**config.mk**
```make
export PLATFORM = sky130hd
export DESIGN_NAME = sync_fifo_fwft
export DESIGN_NICKNAME = d
export VERILOG_FILES = /design/src/rtl/sync_fifo_fwft.sv
export SDC_FILE = /design/constraint.sdc
export NUM_CORES = 1
export LEC_CHECK = 0
export ABC_AREA = 1
export CAP_MARGIN = 20
export CORE_UTILIZATION = 50
export DETAILED_ROUTE_END_ITERATION = 10
export GPL_ROUTABILITY_DRIVEN = 1
export PLACE_DENSITY = 0.73
export SYNTH_ARGS = -nofsm -noshare
export SYNTH_HDL_FRONTEND = slang
export SYNTH_SLANG_ARGS = --single-unit
```
**constraint.sdc**
```tcl
create_clock -name CLK -period 2.4 [get_ports CLK]
set_input_delay 0.6 -clock CLK [delete_from_list [all_inputs] [get_ports CLK]]
set_output_delay 0.6 -clock CLK [all_outputs]
set_load 0.05 [all_outputs]
```
**src/rtl/sync_fifo_fwft.sv**
```systemverilog
// Single-clock FIFO with occupancy count, programmable almost flags, sticky error flags
// and a selectable first-word-fall-through read mode.
module sync_fifo_fwft #(
    parameter int ADDR_WIDTH = 4,
    parameter int DATA_WIDTH = 8,
    parameter int FWFT       = 0,
    parameter int AF_LEVEL   = 12,
    parameter int AE_LEVEL   = 2
) (
    input  logic                  CLK,
    input  logic                  rst,
    input  logic                  W_inc,
    input  logic [DATA_WIDTH-1:0] W_Data,
    input  logic                  R_inc,
    input  logic                  Clr_Err,
    output logic [DATA_WIDTH-1:0] R_Data,
    output logic                  R_Valid,
    output logic                  Full,
    output logic                  Empty,
    output logic                  Almost_Full,
    output logic                  Almost_Empty,
    output logic [ADDR_WIDTH:0]   Level,
    output logic                  Overflow,
    output logic                  Underflow
);

    localparam int unsigned LW    = ADDR_WIDTH + 1;
    localparam int unsigned DEPTH = 2 ** ADDR_WIDTH;
    localparam logic [ADDR_WIDTH:0] DEPTH_L = LW'(DEPTH);
    localparam logic [ADDR_WIDTH:0] AF_L    = LW'(AF_LEVEL);
    localparam logic [ADDR_WIDTH:0] AE_L    = LW'(AE_LEVEL);

    logic [DATA_WIDTH-1:0] mem_q [DEPTH];

    logic [ADDR_WIDTH:0]   wr_ptr_q, wr_ptr_d;
    logic [ADDR_WIDTH:0]   rd_ptr_q, rd_ptr_d;
    logic [ADDR_WIDTH:0]   level_q, level_d;
    logic                  full_q, full_d;
    logic                  empty_q, empty_d;
    logic                  af_q, af_d;
    logic                  ae_q, ae_d;
    logic                  ovf_q, ovf_d;
    logic                  unf_q, unf_d;
    logic [DATA_WIDTH-1:0] rdata_q, rdata_d;
    logic                  rvalid_q, rvalid_d;
    logic                  wr_en, rd_en;
    logic [ADDR_WIDTH-1:0] wr_addr, rd_addr;

    assign wr_addr = wr_ptr_q[ADDR_WIDTH-1:0];
    assign rd_addr = rd_ptr_q[ADDR_WIDTH-1:0];

    always_comb begin
        wr_en    = W_inc & ~full_q;
        rd_en    = R_inc & ~empty_q;
        wr_ptr_d = wr_ptr_q + LW'(wr_en);
        rd_ptr_d = rd_ptr_q + LW'(rd_en);
        level_d  = level_q + LW'(wr_en) - LW'(rd_en);
        // Flags come from the next level so they track post-edge occupancy.
        full_d   = (level_d == DEPTH_L);
        empty_d  = (level_d == '0);
        af_d     = (level_d >= AF_L);
        ae_d     = (level_d <= AE_L);
        ovf_d    = (W_inc & full_q)  | (ovf_q & ~Clr_Err);
        unf_d    = (R_inc & empty_q) | (unf_q & ~Clr_Err);
        rdata_d  = rdata_q;
        if (rd_en) rdata_d = mem_q[rd_addr];
        rvalid_d = rd_en;
    end

    always_ff @(posedge CLK or posedge rst) begin
        if (rst) begin
            wr_ptr_q <= '0;
            rd_ptr_q <= '0;
            level_q  <= '0;
            full_q   <= 1'b0;
            empty_q  <= 1'b1;
            af_q     <= 1'b0;
            ae_q     <= 1'b1;
            ovf_q    <= 1'b0;
            unf_q    <= 1'b0;
            rdata_q  <= '0;
            rvalid_q <= 1'b0;
        end else begin
            wr_ptr_q <= wr_ptr_d;
            rd_ptr_q <= rd_ptr_d;
            level_q  <= level_d;
            full_q   <= full_d;
            empty_q  <= empty_d;
            af_q     <= af_d;
            ae_q     <= ae_d;
            ovf_q    <= ovf_d;
            unf_q    <= unf_d;
            rdata_q  <= rdata_d;
            rvalid_q <= rvalid_d;
        end
    end

    always_ff @(posedge CLK) begin
        if (wr_en) mem_q[wr_addr] <= W_Data;
    end

    generate
        if (FWFT != 0) begin : g_fwft
            // Gated while empty so the unreset memory never shows through after reset.
            assign R_Data  = empty_q ? '0 : mem_q[rd_addr];
            assign R_Valid = ~empty_q;
        end else begin : g_std
            assign R_Data  = rdata_q;
            assign R_Valid = rvalid_q;
        end
    endgenerate

    assign Full         = full_q;
    assign Empty        = empty_q;
    assign Almost_Full  = af_q;
    assign Almost_Empty = ae_q;
    assign Level        = level_q;
    assign Overflow     = ovf_q;
    assign Underflow    = unf_q;

endmodule

```
==> summary.txt <==
Run status
  • Outcome: complete, no violations

Route
  • Remaining DRCs: 0
  • DRT Wirelength: 14100 um
  • Vias per cell: 5.31
  • Drt first pass iters: 5
  • DR WL/cell: 17.7 um
  • Routed via count: 4240
  • Antenna Violating Nets Remaining: 0
  • Iteration-0 DRC count of the detailed router: 286

Timing
  • Final period util: 97.2%
  • Worst Slack Setup Final: 0.0682 ns
  • Final hold violations: 0
  • Slew HR: 52.2%
  • Setup Skew: 0.0108 ns
  • Worst hold margin: 0.490 ns
  • Tightest Pin Transition: 0.715 ns
  • # setup viols final: 0
  • Setup TNS Final: 0 ns
  • Final min period: 2.33 ns
  • Fmax: 429 MHz
  • Max-slew violations: 0

Worst setup path
  • WP data required: 1.80 ns
  • Crit path buf inv count: 1
  • Critical-path top delay cell: clkdlybuf4s50_1
  • Crit path largest cell delay: 0.80 ns
  • Critical Path AT: 1.73 ns
  • Critical path type: reg -> out
  • Worst-path fanout max: 1
  • CP top delay family: buffers and inverters
  • CP Cell Sequence: clkdlybuf4s50_1
  • CP endpoint kind: primary output
  • Setup crit start kind: flop

Floorplan
  • Die Span Y: 115 um
  • Core ar.: 12600 sq um
  • Core Rows: 41
  • Die ar.: 13300 sq um
  • Die X: 115 um
  • Initial Utilization: 51.2%
  • Io pins: 33

Global routing
  • Grt ovf: 0
  • Vias in the first global route: 4145
  • Largest net degree at the start of global routing: 35
  • Initial antenna violation count: 0
  • Global-route wire length before repair: 21900 um
  • All-layer global routing usage: 22.8%

Placed design
  • DP Worst Slack: -0.408 ns
  • PortBufs: 32
  • Detail Placement HPWL: 8680 um
  • Placer Congestion: 0.835

Clocking
  • Postcts setup bufs: 0
  • Clock-pin slew on the worst setup and hold paths: 0.06 ns
  • Clk_lat worst skew: 0.42 ns
  • Cts bufs inserted: 17
  • Clock tree buffer depth: 2
  • CTS tree: built
  • Sink Count: 156
  • Htree depth: 4
  • Root Driver: clkbuf_16

Yosys
  • Syn avg cell area: 11.5 sq um
  • Cell Area, Synth: 6440 sq um
  • Syn Inst Count: 561
  • Syn nets: 582
  • Synth cell types: 23
  • Sequential area share after synthesis: 70.6%
  • #FFs+latches synth: 156
  • YS warnings: 0

Min path
  • Hold Path Class: reg -> reg

Layout
  • Antenna cells: 0
  • # nets final: 636
  • Syn-to-layout area delta: 19.0%
  • Share of cells above drive strength 1: 12.6%

Run
  • Total of max-cap violations: 0

Pwr
  • P_leak: 3.05 nW
  • PwrDens: 1410 nW/um^2
  • Peak supply drop: 0.000832 V
-- metrics by stage --
| step | util [%] | cell area, sq um | total power, mW | cells |
|---|---|---|---|---|
| 6_report | 61.0 | 7660 | 10.8 | 799 |
| 5_1_grt | 61.0 | 7660 | 11.4 | 799 |
| 4_1_cts | 60.8 | 7640 | 10.8 | 799 |
| 3_5_place_dp | 55.6 | 6980 | 7.80 | 768 |
| 3_3_place_gp | 55.6 | 6980 | 7.66 | 768 |
| 2_1_floorplan | - | 6440 | 6.68 | 561 |
-- worst min-delay path: cells and delay by family, from the launching register on --
kind,cells,cell delay [ns]
flip-flops,1,0.35
AND/OR/NAND/NOR,2,0.11
-- logic make-up (layout without fill, tap and decap cells) --
family,count (synthesis),in the layout,share of synthesized area (%)
xor+xnor,8,8,1.09
flops,156,156,70.6
simple gates,334,334,21.6
compound gates,5,5,0.388
buf+inv,50,116,4.68
fa+ha+maj,8,8,1.67
-- sequential cells by signal, summed over array words and instances, names as in the netlist --
signal / count
mem_q: 128
R_Data: 8
Level: 5
rd_ptr_q: 4
wr_ptr_q: 4
Almost_Empty: 1
Almost_Full: 1
Empty: 1
Full: 1
Overflow: 1
R_Valid: 1
Underflow: 1
-- area by class of cell --
| type | count | area [sq um] |
|---|---|---|
| fillers | 995 | 4910 |
| flip-flops and latches | 156 | 4550 |
| multi-input cells | 355 | 1620 |
| repair buffers | 61 | 541 |
| clock buffers | 17 | 425 |
| clock inverters | 14 | 221 |
| well taps | 172 | 215 |
| inverters | 24 | 90.1 |
-- cells in the final DEF (no fill, tap or decap) --
master,count
nor2_2,4
clkdlybuf4s50_1,31
nor2_1,20
nand4_1,1
buf_4,29
ha_1,7
xor2_1,5
inv_1,15
a21oi_1,1
nand3_1,103
xnor2_1,1
dlymetal6s2s_1,1
bufinv_16,5
dfrtp_2,1
fa_2,1
clkinv_4,5
clkinvlp_4,3
o21ai_1,1
dfstp_2,2
o21ai_0,3
clkinv_1,1
inv_2,8
clkinv_2,1
dfrtp_1,25
nor3_2,1
edfxtp_1,128
nand2_1,205
xor2_2,2
clkbuf_16,17
-- routing by layer --
layer | vias up | wire length (um) | part of all wire, % | GRT usage [%]
li1 | 2007 | - | - | -
met1 | 2062 | 5990 | 42 | 30.9
met2 | 145 | 7040 | 50 | 35.8
met3 | 26 | 713 | 5.0 | 4.50
met4 | 0 | 410 | 2.9 | 10.9
met5 | - | 0 | 0 | 0
-- Yosys cell counts, drive strengths merged --
master / n / area [sq um]
edfxtp: 128 / 3840
ha: 7 / 87.6
nand4: 1 / 6.26
dfrtp: 26 / 651
fa: 1 / 20.0
o21ai: 4 / 20.0
nor3: 1 / 5.00
a21oi: 1 / 5.00
clkinv: 1 / 3.75
dfstp: 2 / 52.6
buf: 26 / 211
xnor2: 1 / 8.76
xor2: 7 / 61.3
nor2: 24 / 92.6
nand3: 103 / 515
inv: 23 / 86.3
nand2: 205 / 769
-- path summary, 6_finish.rpt --
| path | endpoint | startpoint | cells after the start | slack [ns] |
|---|---|---|---|---|
| worst max-delay path | Almost_Empty | Almost_Empty$_DFF_PP1_ | 1 | 0.07 |
| worst max register to register | Full$_DFF_PP0_ | Empty$_DFF_PP1_ | 11 | 0.28 |
| min in group asynchronous | R_Data[4]$_DFFE_PP0P_ | rst | 3 | 0.55 |
| max in group asynchronous | Empty$_DFF_PP1_ | rst | 3 | 1.54 |
| worst min-delay path | R_Data[1]$_DFFE_PP0P_ | R_Data[1]$_DFFE_PP0P_ | 2 | 0.49 |
| worst min register to register | R_Data[1]$_DFFE_PP0P_ | R_Data[1]$_DFFE_PP0P_ | 2 | 0.49 |
-- what timing repair did --
action / 4_1_cts / 5_1_grt
gates resized for setup: 1 / 7
endpoints found under the setup margin: 1 / 5
pin swaps: 0 / 1
cloned: 0 / 0
hold buffers: 0 / 0
-- report_power, final --
part	internal (mW)	switching, mW	total, mW
sequential	3.45	0.246	3.69
combinational	1.28	2.95	4.24
clock	1.84	1.05	2.89
(Power assumes the default switching activity.)
